## src/rtl/uart_rx_fifo.sv

```systemverilog
// uart_rx_fifo: captures receiver words on rx_done into a DEPTH-entry FIFO, show-ahead read port.
// Latency: a word written in cycle N is visible on rd_data/rd_valid in cycle N+1 (no empty bypass).
// Backpressure: rd_ready stalls the head; a write into a full FIFO without a same-cycle pop is dropped and sets overflow.
// Optional macro UART_RX_FIFO_ERR_COUNT_EN adds a saturating framing-error counter on err_count.
module uart_rx_fifo #(
    parameter int DEPTH = 8,
    parameter int WIDTH = 9
) (
    input  logic                     clock,
    input  logic                     reset,
    input  logic [WIDTH-1:0]         rx_data,
    input  logic                     rx_done,
    input  logic                     rx_framing_error,
    output logic [WIDTH-1:0]         rd_data,
    output logic                     rd_valid,
    input  logic                     rd_ready,
    output logic [$clog2(DEPTH):0]   count,
    output logic                     full,
    output logic                     empty,
    output logic                     overflow,
`ifdef UART_RX_FIFO_ERR_COUNT_EN
    output logic [7:0]               err_count,
`endif
    input  logic                     clear_overflow
);

    localparam int AW = $clog2(DEPTH);
    localparam int CW = AW + 1;

    logic [WIDTH-1:0] mem_q [DEPTH];
    logic [AW-1:0]    wptr_q, wptr_d;
    logic [AW-1:0]    rptr_q, rptr_d;
    logic [CW-1:0]    count_q, count_d;
    logic             overflow_q, overflow_d;

    logic is_full, is_empty, pop, wr_en, drop;

    always_comb begin
        is_empty   = (count_q == '0);
        is_full    = (count_q == CW'(DEPTH));
        pop        = !is_empty && rd_ready;
        // A pop frees the slot this same cycle, so a full FIFO can still accept a write.
        wr_en      = !reset && rx_done && (!is_full || pop);
        drop       = rx_done && is_full && !pop;

        wptr_d     = wr_en ? wptr_q + AW'(1) : wptr_q;
        rptr_d     = pop ? rptr_q + AW'(1) : rptr_q;
        count_d    = count_q;
        case ({wr_en, pop})
            2'b10:   count_d = count_q + CW'(1);
            2'b01:   count_d = count_q - CW'(1);
            default: count_d = count_q;
        endcase
        overflow_d = overflow_q;
        if (drop)
            overflow_d = 1'b1;
        else if (clear_overflow)
            overflow_d = 1'b0;
    end

    always_ff @(posedge clock) begin
        if (reset) begin
            wptr_q     <= '0;
            rptr_q     <= '0;
            count_q    <= '0;
            overflow_q <= 1'b0;
        end else begin
            wptr_q     <= wptr_d;
            rptr_q     <= rptr_d;
            count_q    <= count_d;
            overflow_q <= overflow_d;
        end
    end

    always_ff @(posedge clock) begin
        if (wr_en)
            mem_q[wptr_q] <= rx_data;
    end

    assign rd_data  = is_empty ? '0 : mem_q[rptr_q];
    assign rd_valid = !is_empty;
    assign count    = count_q;
    assign full     = is_full;
    assign empty    = is_empty;
    assign overflow = overflow_q;

`ifdef UART_RX_FIFO_ERR_COUNT_EN
    logic [7:0] err_count_q, err_count_d;
    logic       err_seen_q, err_seen_d;
    logic       err_event;

    always_comb begin
        err_event   = rx_framing_error && !err_seen_q;
        err_count_d = err_count_q;
        if (clear_overflow)
            err_count_d = err_event ? 8'd1 : 8'd0;
        else if (err_event && err_count_q != 8'hFF)
            err_count_d = err_count_q + 8'd1;
        // One count per errored frame; the next received word re-arms detection.
        err_seen_d = err_seen_q;
        if (err_event)
            err_seen_d = 1'b1;
        else if (rx_done)
            err_seen_d = 1'b0;
    end

    always_ff @(posedge clock) begin
        if (reset) begin
            err_count_q <= 8'd0;
            err_seen_q  <= 1'b0;
        end else begin
            err_count_q <= err_count_d;
            err_seen_q  <= err_seen_d;
        end
    end

    assign err_count = err_count_q;
`else
    logic unused_framing_error;
    assign unused_framing_error = rx_framing_error;
`endif

endmodule

```

## config.mk

```make
export PLATFORM = sky130hd
export DESIGN_NAME = uart_rx_fifo
export DESIGN_NICKNAME = d
export VERILOG_FILES = /design/src/rtl/uart_rx_fifo.sv
export SDC_FILE = /design/constraint.sdc
export NUM_CORES = 1
export LEC_CHECK = 0
export ABC_AREA = 0
export CAP_MARGIN = 20
export CORE_MARGIN = 8
export CORE_UTILIZATION = 50
export DETAILED_ROUTE_END_ITERATION = 7
export GPL_ROUTABILITY_DRIVEN = 0
export HOLD_SLACK_MARGIN = 0.08
export PLACE_DENSITY = 0.79
export SETUP_SLACK_MARGIN = 0.4
export SLEW_MARGIN = 30
export SYNTH_ARGS = -nofsm -noshare
export SYNTH_HDL_FRONTEND = slang
export SYNTH_SLANG_ARGS = --single-unit
```

## constraint.sdc

```tcl
create_clock -name clock -period 4.37 [get_ports clock]
set_input_delay 0.437 -clock clock [delete_from_list [all_inputs] [get_ports clock]]
set_output_delay 0.437 -clock clock [all_outputs]
set_load 0.03 [all_outputs]
```

==> impl_results.md, run 1 <==
* Status: complete, no violations
* Layout cells sized above 1 at roughly a fifth
* Final period util at between 60% and 70%
* Commonest cells in the netlist: edfxtp_1 (72), nor2_1 (28), mux4_2 (18), dfxtp_1 (14), mux2i_1 (12)
* Cell Chain, Critical Path: mux4_2, mux2i_1, nor2_1, clkdlybuf4s50_1
* First-pass GRT wire length at between 9000 and 10000 µm
* Routed via count at around 1.8k
* WP data arrival at 2.48 ns
* Drt via density at about 5.6
* Antenna-violating nets left at 0
* Clk root buf: clkbuf_8
* Internal power at 1517 µW
* Mapped Area at 3487 µm²
* Vias in the first global route at 1893
* Final Setup Violations at 0
* Clock Skew at between 0.006 and 0.007 ns
* Num ports at 32
* Hold_buf cts at 0
* CP Max Fanout at 18
* WL per Instance at 18.57 µm
* Cell accounting for the most synthesized area: edfxtp_1
* Hold Vio Cnt, Final at 0
* Largest net degree at the start of global routing at 19
* Syn_area_per_cell at approximately 17 µm²
* Post-synth EDFFs at 72
* P_leak at around 0.0013 µW
* CP endpoint kind: primary output
* Final Power at 2241 µW
* Net Switching at about 720 µW
* GRT Total Usage at 13.28%
* Logic pwr share at about a third
* Worst-Margin Slew at about 0.94 ns
* Min-delay src: rptr_q[2]
* Synth Register Bits at between 80 and 90
* Flop pwr share at approximately 44%
* Worst-Skew Late Latency at 0.35 ns
* CTS tree: built
* Startpoint Class: flip-flop
* Core area at approximately 6800 µm²
* Initial antenna violation count at 0
* Deepest clock path buffer count at 2
* Drt initial violations at 70
* Top-area cell type share of the netlist area at between 60 and 70%
* Post-Synthesis Cells at approximately 200
* Area Growth Syn to Fin at 17.22%
* R2r startpoint: count[1]
* Clock-pin transition on the worst setup and hold timing paths at about 0.080 ns
* Fmax at 0.3430 GHz
* R2r endpoint: count[3]
* Worst reg-to-reg path cell count at 8
* IR drop worst, VDD at between 0.0002 and 0.00025 V
* Max-Cap Viols at 0
* Syn_nets at 223
* Power share of the clock group at 24.2%
* First-pass DRT Iterations at 4
* CTS HTree Levels at 3
* Worst hold endpoint: rptr_q[2]
* TritonCTS Buffers at 9
* Horiz. Die Dim at roughly 100 µm
* Final net count at 257
* Diode count at 0
* Remaining DRCs at 0
* Internal reg-to-reg setup slack at ~1.8 ns
* Die area at just under 10000 µm²
* Netlist cell types at 36
* FFs w/ async S/R, synth at 0%
* Crit path max-delay cell type: dfxtp_1
* Worst slew margin at a little under two fifths
* Initial Utilization at between 50 and 60%
* Switching Share at between 30 and 40%
* GRT overflow at 0
* Total negative slack at 0 ns
* Die Ht at between 90 and 100 µm
* Most common cell in the netlist: edfxtp_1
* Hpwl dp at about 3800 µm
* Final Max Slew Viols at 0
* Seq/Total Area, Yosys at approximately 70%
* Slowest stage delay, CP at slightly below 0.9 ns
* Top post-synthesis cells by area: edfxtp_1 (62%), mux4_2 (12%), dfxtp_1 (8.0%), mux2i_1 (3.4%), nor2_1 (3.0%)
* Postcts setup bufs at 0
* Syn. warnings at 0
* RSZ-0062 raised after global routing: false
* Worst path required time at 3.93 ns
* Ys flop type: edfxtp_1
* Final Critical Period at between 2 and 3 ns
* Worst hold path type: flip-flop to flip-flop
* Power per cell area at ~550 nW/µm²
* Critical path class: flip-flop to primary output
* Clock sinks at 86
* PostCTS Resize Cnt at 0
* Row cnt at 30
* WL final at between 5000 and 6000 µm
* Depth of the worst hold-timing path at 2
* Port bufs at 30
## registers in the layout, indices dropped and copies added (netlist names), named ones only
name / cells
rptr_q: 3
mem_q: 72
wptr_q: 3
count: 4
overflow: 1
## stage by stage
stage	cell area [µm²]	hold slack, ns	utilization [%]	std cells	setup slack, ns
after CTS	4085	0.5343	60.46	322	1.392
after global placement	3887	0.5089	57.54	306	1.387
final	4088	0.5324	60.50	322	1.454
after global routing	4088	0.5606	60.50	322	1.316
after detailed placement	3887	0.5172	57.54	306	1.347
after floorplan	3487	0.4893	-	203	1.650
## kinds of logic after synthesis
family | Yosys count | share of synthesized area, %
AO/OA/AOI/OAI | 10 | 2.368
AND/OR/NAND/NOR | 48 | 6.530
buffers and inverters | 16 | 1.902
adder cells (fa/ha/maj) | 5 | 2.009
flip-flops | 86 | 70.04
multiplexers | 31 | 15.39
XOR/XNOR | 7 | 1.758
## per-layer routing
layer / track usage, % / wire [µm]
met5: 0 / 0
met3: 4.888 / 288
met1: 15.74 / 2672
met2: 21.02 / 2908
met4: 6.286 / 108
## worst max path at each step
| stage | to | cells after the start | slack [ns] | from |
|---|---|---|---|---|
| floorplan | count[3] | 10 | 1.65 | count[0] |
| global placement | count[3] | 9 | 1.39 | reset |
| detailed placement | count[3] | 9 | 1.35 | reset |
| CTS | rd_data[6] | 4 | 1.39 | flip-flop |
| global route | rd_data[6] | 4 | 1.32 | flip-flop |
| finish | rd_data[3] | 4 | 1.45 | flip-flop |
## critical path: cells and delay by family, from the launching register on
family / cells / cell delay [ns]
buf+inv: 1 / 0.69
flops: 1 / 0.88
mux: 2 / 0.42
simple gates: 1 / 0.13
## final cells by class
type	instances	area, µm²
clock buffers	9	123.9
clock inverters	7	73.82
fillers	483	2669
inverters	5	18.77
multi-input cells	101	998.5
flip-flops and latches	86	2442
well taps	80	100.1
repair buffers	34	330.3
## power by group through the flow
stage / registers (µW) / clock network (µW) / logic [µW]
2_1_floorplan: 1000 / 0 / 480
3_3_place_gp: 1010 / 0 / 704
3_5_place_dp: 1010 / 0 / 716
4_1_cts: 993 / 553 / 717
5_1_grt: 1000 / 583 / 763
6_report: 992 / 543 / 706
## cells in the final DEF, fill, tap and decap left out, types with 2 or more instances in the layout
master / netlist / routed
clkbuf_8: 0 / 9
clkdlybuf4s50_1: 0 / 30
nor3_1: 3 / 2
dfxtp_1: 14 / 14
a21oi_1: 2 / 2
nand2_1: 3 / 3
xor2_1: 2 / 2
nor4_2: 0 / 2
nand3_1: 3 / 3
edfxtp_1: 72 / 72
inv_1: 3 / 3
mux2i_1: 12 / 12
buf_4: 1 / 4
mux4_2: 18 / 18
nor2b_1: 3 / 3
ha_1: 4 / 4
nor2_1: 28 / 27
xnor2_1: 5 / 5
clkinvlp_4: 0 / 3
inv_2: 2 / 2
Note: power is estimated with default switching activity, not from simulation.
==> inputs of run 2 (changes only) <==
- PLACE_DENSITY: 0.79 -> 0.82
- clock period: 4.37 -> 2.6 ns (I/O delays scaled with it)
==> run 2 against run 1 <==
Net effect:
- first-iteration DRC count increased by 49%
- sequential power increased by 65%
- register-to-register slack got worse by 1.4 ns
- critical path type is now flip-flop to flip-flop
- clock-buffer cell count unchanged
- routed wire length increased by 7.2%
- clock skew increased by 0.0083 ns
- worst setup slack got worse by 1.0 ns
==> impl_results.md, run 2 (same netlist as run 1, synthesis figures left out) <==
* Clock Skew at 0.01495 ns (+0.008292 ns)
* CP Max Fanout at 3 (-15)
* GRT Total Usage at 13.59% (+0.31 points)
* Worst path required time at 2.85 ns (-1.08 ns)
* Initial Utilization at 51.61% (unchanged)
* Largest net degree at the start of global routing at 19 (unchanged)
* Cell family with most CP delay: simple AND/OR/NAND/NOR gates
* Power per cell area at 911.4 nW/µm² (+66%)
* Slowest stage delay, CP at 0.55 ns (-0.33 ns)
* Max reg flops at 72 (unchanged)
* Hold_buf cts at 0 (unchanged)
* Deepest clock path buffer count at 2 (unchanged)
* Crit path max-delay cell type: or4_4
* Most common cell after layout, fill and taps aside: edfxtp_1
* CP endpoint kind: flip-flop
* Fin cells at 345 (+7.1%)
* Cell Chain, Critical Path: or4_4, nand3_4, inv_4, ha_4, nand3_2, nor4bb_2, a31oi_1, mux2_1
* Total negative slack at 0 ns (unchanged)
* Remaining DRCs at 0 (unchanged)
* Final net count at 280 (+8.9%)
* WP data arrival at 2.45 ns (-0.03 ns)
* Clk root buf: clkbuf_8
* Flop pwr share at 41.5% (-2.8 points)
* Vias in the first global route at 1946 (+2.8%)
* Multi-input gate area at 1059 µm² (+6.0%)
* Final worst slack at 0.4084 ns (-1.046 ns)
* RSZ-0062 raised after global routing: true
* Num ports at 32 (unchanged)
* WP buf/inv at 1 (unchanged)
* WL final at 6410 µm (+7.2%)
* CTS HTree Levels at 3 (unchanged)
* Switching Share at 34.37% (+2.1 points)
* Port bufs at 30 (unchanged)
* Commonest cells after routing, fill and taps aside: edfxtp_1 (72), nor2_1 (27), buf_4 (25)
* Worst slew margin at 38.02% (+0.81 points)
* Fmax at about 0.46 GHz
* IR drop worst, VDD at 0.0004833 V (+96%)
* Antenna-violating nets left at 0 (unchanged)
* Hpwl dp at 4012 µm (+4.5%)
* Net Switching at 1355 µW (+87%)
* Max-Cap Viols at 0 (unchanged)
* Power share of the clock group at 23.0% (-1.2 points)
* Diode count at 0 (unchanged)
* Row cnt at 30 (unchanged)
* Layout cells sized above 1 at 34.72% (+16 points)
* Worst-Margin Slew at 0.9262 ns (-0.01212 ns)
* Status: complete, no violations
* P_leak at 0.001491 µW (+12%)
* Hold Vio Cnt, Final at 0 (unchanged)
* Final Max Slew Viols at 0 (unchanged)
* GRT overflow at 0 (unchanged)
* DP Area at 3994 µm² (+2.7%)
* Setup WS pre-CTS at 0.1368 ns (-1.210 ns)
* Most flop-heavy register: mem_q
* Horiz. Die Dim at 99.51 µm (unchanged)
* Final period util at 84.29%
* CTS tree: built
* First-pass GRT wire length at 10010 µm (+3.2%)
* Worst-Skew Late Latency at 0.36 ns (about the same)
* Die Ht at 99.51 µm (unchanged)
* Routed via count at 1899 (+5.4%)
* WL per Instance at 18.58 µm (about the same)
* Logic pwr share at 35.6% (+4.1 points)
* Placed cell count at 316 (+3.3%)
* TritonCTS Buffers at 9 (unchanged)
* Clock sinks at 86 (unchanged)
* Initial antenna violation count at 0 (unchanged)
* Final Critical Period at 2.192 ns
* Die area at 9902 µm² (unchanged)
* # fillers at 466 (-3.5%)
* Drt initial violations at 104 (+49%)
* Design Area, Final at 4327 µm² (+5.8%)
* Clock-pin transition on the worst setup and hold timing paths at 0.09 ns (about the same)
* Core area at 6756 µm² (unchanged)
* Area Growth Syn to Fin at 24.08%
* Internal power at 2588 µW (+71%)
* Critical path class: flip-flop to flip-flop
* Final Setup Violations at 0 (unchanged)
* Worst hold path type: flip-flop to flip-flop
* Drt via density at 5.504 (-1.6%)
* First-pass DRT Iterations at 4 (unchanged)
* Startpoint Class: flip-flop
* Flip-flop and latch area at 2454 µm² (+0.46%)
-- run 2: cell types whose count changed in the layout (fill, tap and decap cells not counted), moves of 3 or more --
cell             change
buf_2                +7
buf_4               +21
clkdlybuf4s50_1     -12
clkinvlp_4           -3
dfxtp_1              -3
dfxtp_4              +3
-- run 2: worst paths after layout --
check / startpoint / endpoint / slack [ns] / depth (start not counted)
worst max-delay path: count[1] / count[3] / 0.41 / 8
worst min-delay path: rptr_q[2] / rptr_q[2] / 0.54 / 2
worst max register to register: count[1] / count[3] / 0.41 / 8
worst min register to register: rptr_q[2] / rptr_q[2] / 0.54 / 2
-- run 2: cell type report --
| type | instances | share of cell area [%] |
|---|---|---|
| tap | 80 | 2.313 |
| clock buffer | 9 | 2.863 |
| inverter | 5 | 0.5495 |
| clock inverter | 7 | 1.706 |
| sequential | 86 | 56.71 |
| timing repair buffer | 57 | 11.39 |
| multi-input combinational | 101 | 24.47 |
-- run 2: tightest hold or removal path: stages (launching register included) --
cell and delay, ns:
dfxtp_1 0.34, xnor2_1 0.12, nor2_1 0.05
-- run 2: stage by stage --
step / hold slack (ns) / utilization, % / power (µW)
after floorplan: 0.3253 / - / 2533
after global placement: 0.5165 / 59.11 / 2946
after detailed placement: 0.5299 / 59.11 / 2969
after CTS: 0.5515 / 62.52 / 3865
after global routing: 0.5643 / 64.04 / 4132
final: 0.5423 / 64.04 / 3943
-- run 2: metal layers --
metal,vias to the layer above,wire (µm),GRT usage (%)
met5,-,0,0
met4,0,99,5.937
met3,9,331,4.050
met2,58,3178,22.00
met1,933,2800,16.50
li1,899,-,-
-- run 2: repair_timing --
| item | CTS | global route |
|---|---|---|
| pin swaps | 2 | 3 |
| setup buffers | 4 | 8 |
| setup endpoints to repair | 13 | 7 |
| gates resized for setup | 55 | 15 |
| cloned | 1 | 0 |
-- run 2: power by group through the flow --
stage	clock network (µW)	registers [µW]	logic [µW]
after floorplan	0	1690	846
after global placement	0	1670	1280
after detailed placement	0	1670	1300
after CTS	923	1640	1300
after global routing	983	1650	1500
final	906	1640	1400
==> inputs of run 3 (changes only) <==
- PLACE_DENSITY: 0.82 -> 0.79
- clock period: 2.6 -> 2.1 ns (I/O delays scaled with it)
==> run 3 against run 2 <==
Net effect:
- the run now ends with setup timing left
- combinational power is 69% higher
- hold slack worse by 0.025 ns
- power is 41% higher
- global-route usage is 2.6 points higher
- worst setup slack worse by 0.51 ns
- non-clock buffer count is 23 higher
- clock-buffer cell count is 4 higher
- die area stayed put
- critical path depth stayed put
- clock skew is 0.0059 ns lower
- fmax is 0.60% lower
- via count is 14% higher
- largest cell class unchanged
- largest power group is now combinational logic
==> impl_results.md, run 3 (same netlist as run 1, synthesis figures left out) <==
* Min-delay src: clear_overflow
* Multi-input gate area at 1239 µm² (+17%)
* Startpoint Class: flip-flop
* P_leak at 0.001728 µW (+16%)
* Hold Vio Cnt, Final at 0 (unchanged)
* Layout cells sized above 1 at 44.52% (+9.8 points)
* Drt via density at 5.804 (+5.4%)
* CP endpoint kind: flip-flop
* WL per Instance at 22.51 µm (+21%)
* Most flop-heavy register: mem_q
* Depth of the worst hold-timing path at 4 (+2)
* Internal reg-to-reg setup slack at -0.10 ns (-0.51 ns)
* Antenna-violating nets left at 0 (unchanged)
* Worst hold endpoint: overflow
* Final Setup Violations at 2 (+2)
* Slowest stage delay, CP at 0.56 ns (about the same)
* First-pass GRT wire length at 11960 µm (+20%)
* Total negative slack at -0.1697 ns (-0.1697 ns)
* CP Max Fanout at 3 (unchanged)
* R2r endpoint: count[3]
* # fillers at 402 (-14%)
* Drt initial violations at 145 (+39%)
* Worst reg-to-reg path cell count at 8 (unchanged)
* Core area at 6756 µm² (unchanged)
* Worst-Skew Late Latency at 0.35 ns (about the same)
* Initial antenna violation count at 0 (unchanged)
* Final Max Slew Viols at 0 (unchanged)
* Diode count at 0 (unchanged)
* Status: finished with violations
* Worst slew margin at 70.62% (+33 points)
* Final period util at 105.0% (+21 points)
* Die area at 9902 µm² (unchanged)
* Row cnt at 30 (unchanged)
* Vias in the first global route at 2264 (+16%)
* IR drop worst, VDD at 0.0006012 V (+24%)
* GRT Total Usage at 16.19% (+2.6 points)
* Clock sinks at 86 (unchanged)
* Final Critical Period at 2.205 ns (+0.01329 ns)
* Most common cell after layout, fill and taps aside: edfxtp_1
* Fmax at 0.4535 GHz (-0.60%)
* Clock Skew at 0.009080 ns (-0.005866 ns)
* Largest net degree at the start of global routing at 19 (unchanged)
* Cell Chain, Critical Path: or4_4, nand3_4, inv_4, ha_4, nand3_2, nor4bb_4, a31oi_1, mux2_1
* Horiz. Die Dim at 99.51 µm (unchanged)
* Max-Cap Viols at 0 (unchanged)
* GRT overflow at 0 (unchanged)
* Fin cells at 372 (+7.8%)
* Power per cell area at 1141 nW/µm² (+25%)
* Final worst slack at -0.1049 ns (-0.5133 ns)
* WL final at 8373 µm (+31%)
* Routed via count at 2159 (+14%)
* R2r startpoint: count[0]
* Worst path required time at 2.34 ns (-0.51 ns)
* Worst hold path type: input pin to flip-flop
* Flip-flop and latch area at 2452 µm² (about the same)
* Area Growth Syn to Fin at 39.47%
* Clock-pin transition on the worst setup and hold timing paths at 0.08 ns (about the same)
* TritonCTS Buffers at 9 (unchanged)
* Port bufs at 30 (unchanged)
* Num ports at 32 (unchanged)
* Worst-Margin Slew at 0.4400 ns (-0.4862 ns)
* RSZ-0062 raised after global routing: true
* CTS HTree Levels at 3 (unchanged)
* Final net count at 307 (+9.6%)
* Die Ht at 99.51 µm (unchanged)
* Remaining DRCs at 0 (unchanged)
* Max reg flops at 72 (unchanged)
* Deepest clock path buffer count at 2 (unchanged)
* Crit path max-delay cell type: or4_4
* Final Core Density at 71.98% (+7.9 points)
* CTS tree: built
* Hpwl dp at 4679 µm (+17%)
* First-pass DRT Iterations at 4 (unchanged)
* Clk root buf: clkbuf_8
* Commonest cells after routing, fill and taps aside: edfxtp_1 (72), buf_4 (33), nor2_1 (22)
* Initial Utilization at 51.61% (unchanged)
* Failing checks: setup timing
* Critical path class: flip-flop to flip-flop
* WP data arrival at 2.45 ns (about the same)
* Placed cell count at 334 (+5.7%)
## run 3: cell count changes in the layout (fill, tap and decap cells not counted), moves of 4 or more
cell / previous run / this run
dlygate4sd2_1: 1 / 5
buf_2: 7 / 0
clkdlybuf4s50_1: 18 / 13
nor2_4: 0 / 8
buf_4: 25 / 33
buf_6: 1 / 19
buf_12: 1 / 6
nor2_1: 27 / 22
## run 3: worst max-delay path: cells and delay by family (launching register included)
| family | cells | cell delay (ns) |
|---|---|---|
| adders and majority gates | 1 | 0.27 |
| AOI/OAI and AO/OA | 1 | 0.18 |
| DFF | 1 | 0.35 |
| buffers and inverters | 1 | 0.05 |
| muxes | 1 | 0.33 |
| and+or+nand+nor | 4 | 0.92 |
## run 3: cell type report
cell class                 instances  share of cell area [%]
multi-input combinational        105                   25.47
clock inverter                     3                  0.9004
timing repair buffer              80                   17.19
clock buffer                      13                   3.267
inverter                           5                  0.6946
tap                               80                   2.058
sequential                        86                   50.42
## run 3: what timing repair did
action,in CTS,in global routing
gates cloned,2,5
pin swaps,6,17
setup buffers,9,6
resized for setup,105,24
hold buffers,0,0
endpoints found under the setup margin,91,87
## run 3: report_power, final
part / switching, µW / leakage (µW) / internal, µW
registers: 75.8 / 0.000767 / 1950
logic: 1200 / 0.000858 / 1150
clock network: 550 / 0.000104 / 616
## run 3: layer usage
| metal | global-route usage, % | wire [µm] |
|---|---|---|
| met1 | 19.01 | 3353 |
| met2 | 26.81 | 4266 |
| met3 | 4.050 | 611 |
| met4 | 8.615 | 142 |
| met5 | 0 | 0 |
## run 3: worst max-delay path by stage
stage	startpoint	endpoint	slack [ns]	cells after the start
2_1_floorplan	count[0]	count[3]	-0.29	10
3_3_place_gp	reset	mem_q[7][8]	-0.12	5
3_5_place_dp	reset	mem_q[7][6]	-0.18	5
4_1_cts	count[1]	count[3]	-0.06	8
5_1_grt	count[0]	count[3]	-0.18	8
6_report	count[0]	count[3]	-0.10	8
## run 3: per-stage QoR
| stage | hold WS [ns] | instance area, µm² | setup slack (ns) | power [µW] |
|---|---|---|---|---|
| global placement | 0.5083 | 4179 | -0.1236 | 3804 |
| finish | 0.5170 | 4863 | -0.1049 | 5550 |
| detailed placement | 0.5165 | 4179 | -0.1822 | 3851 |
| CTS | 0.5210 | 4646 | -0.05906 | 5246 |
| floorplan | 0.2753 | 3568 | -0.2852 | 3179 |
| global route | 0.5534 | 4863 | -0.1847 | 5771 |
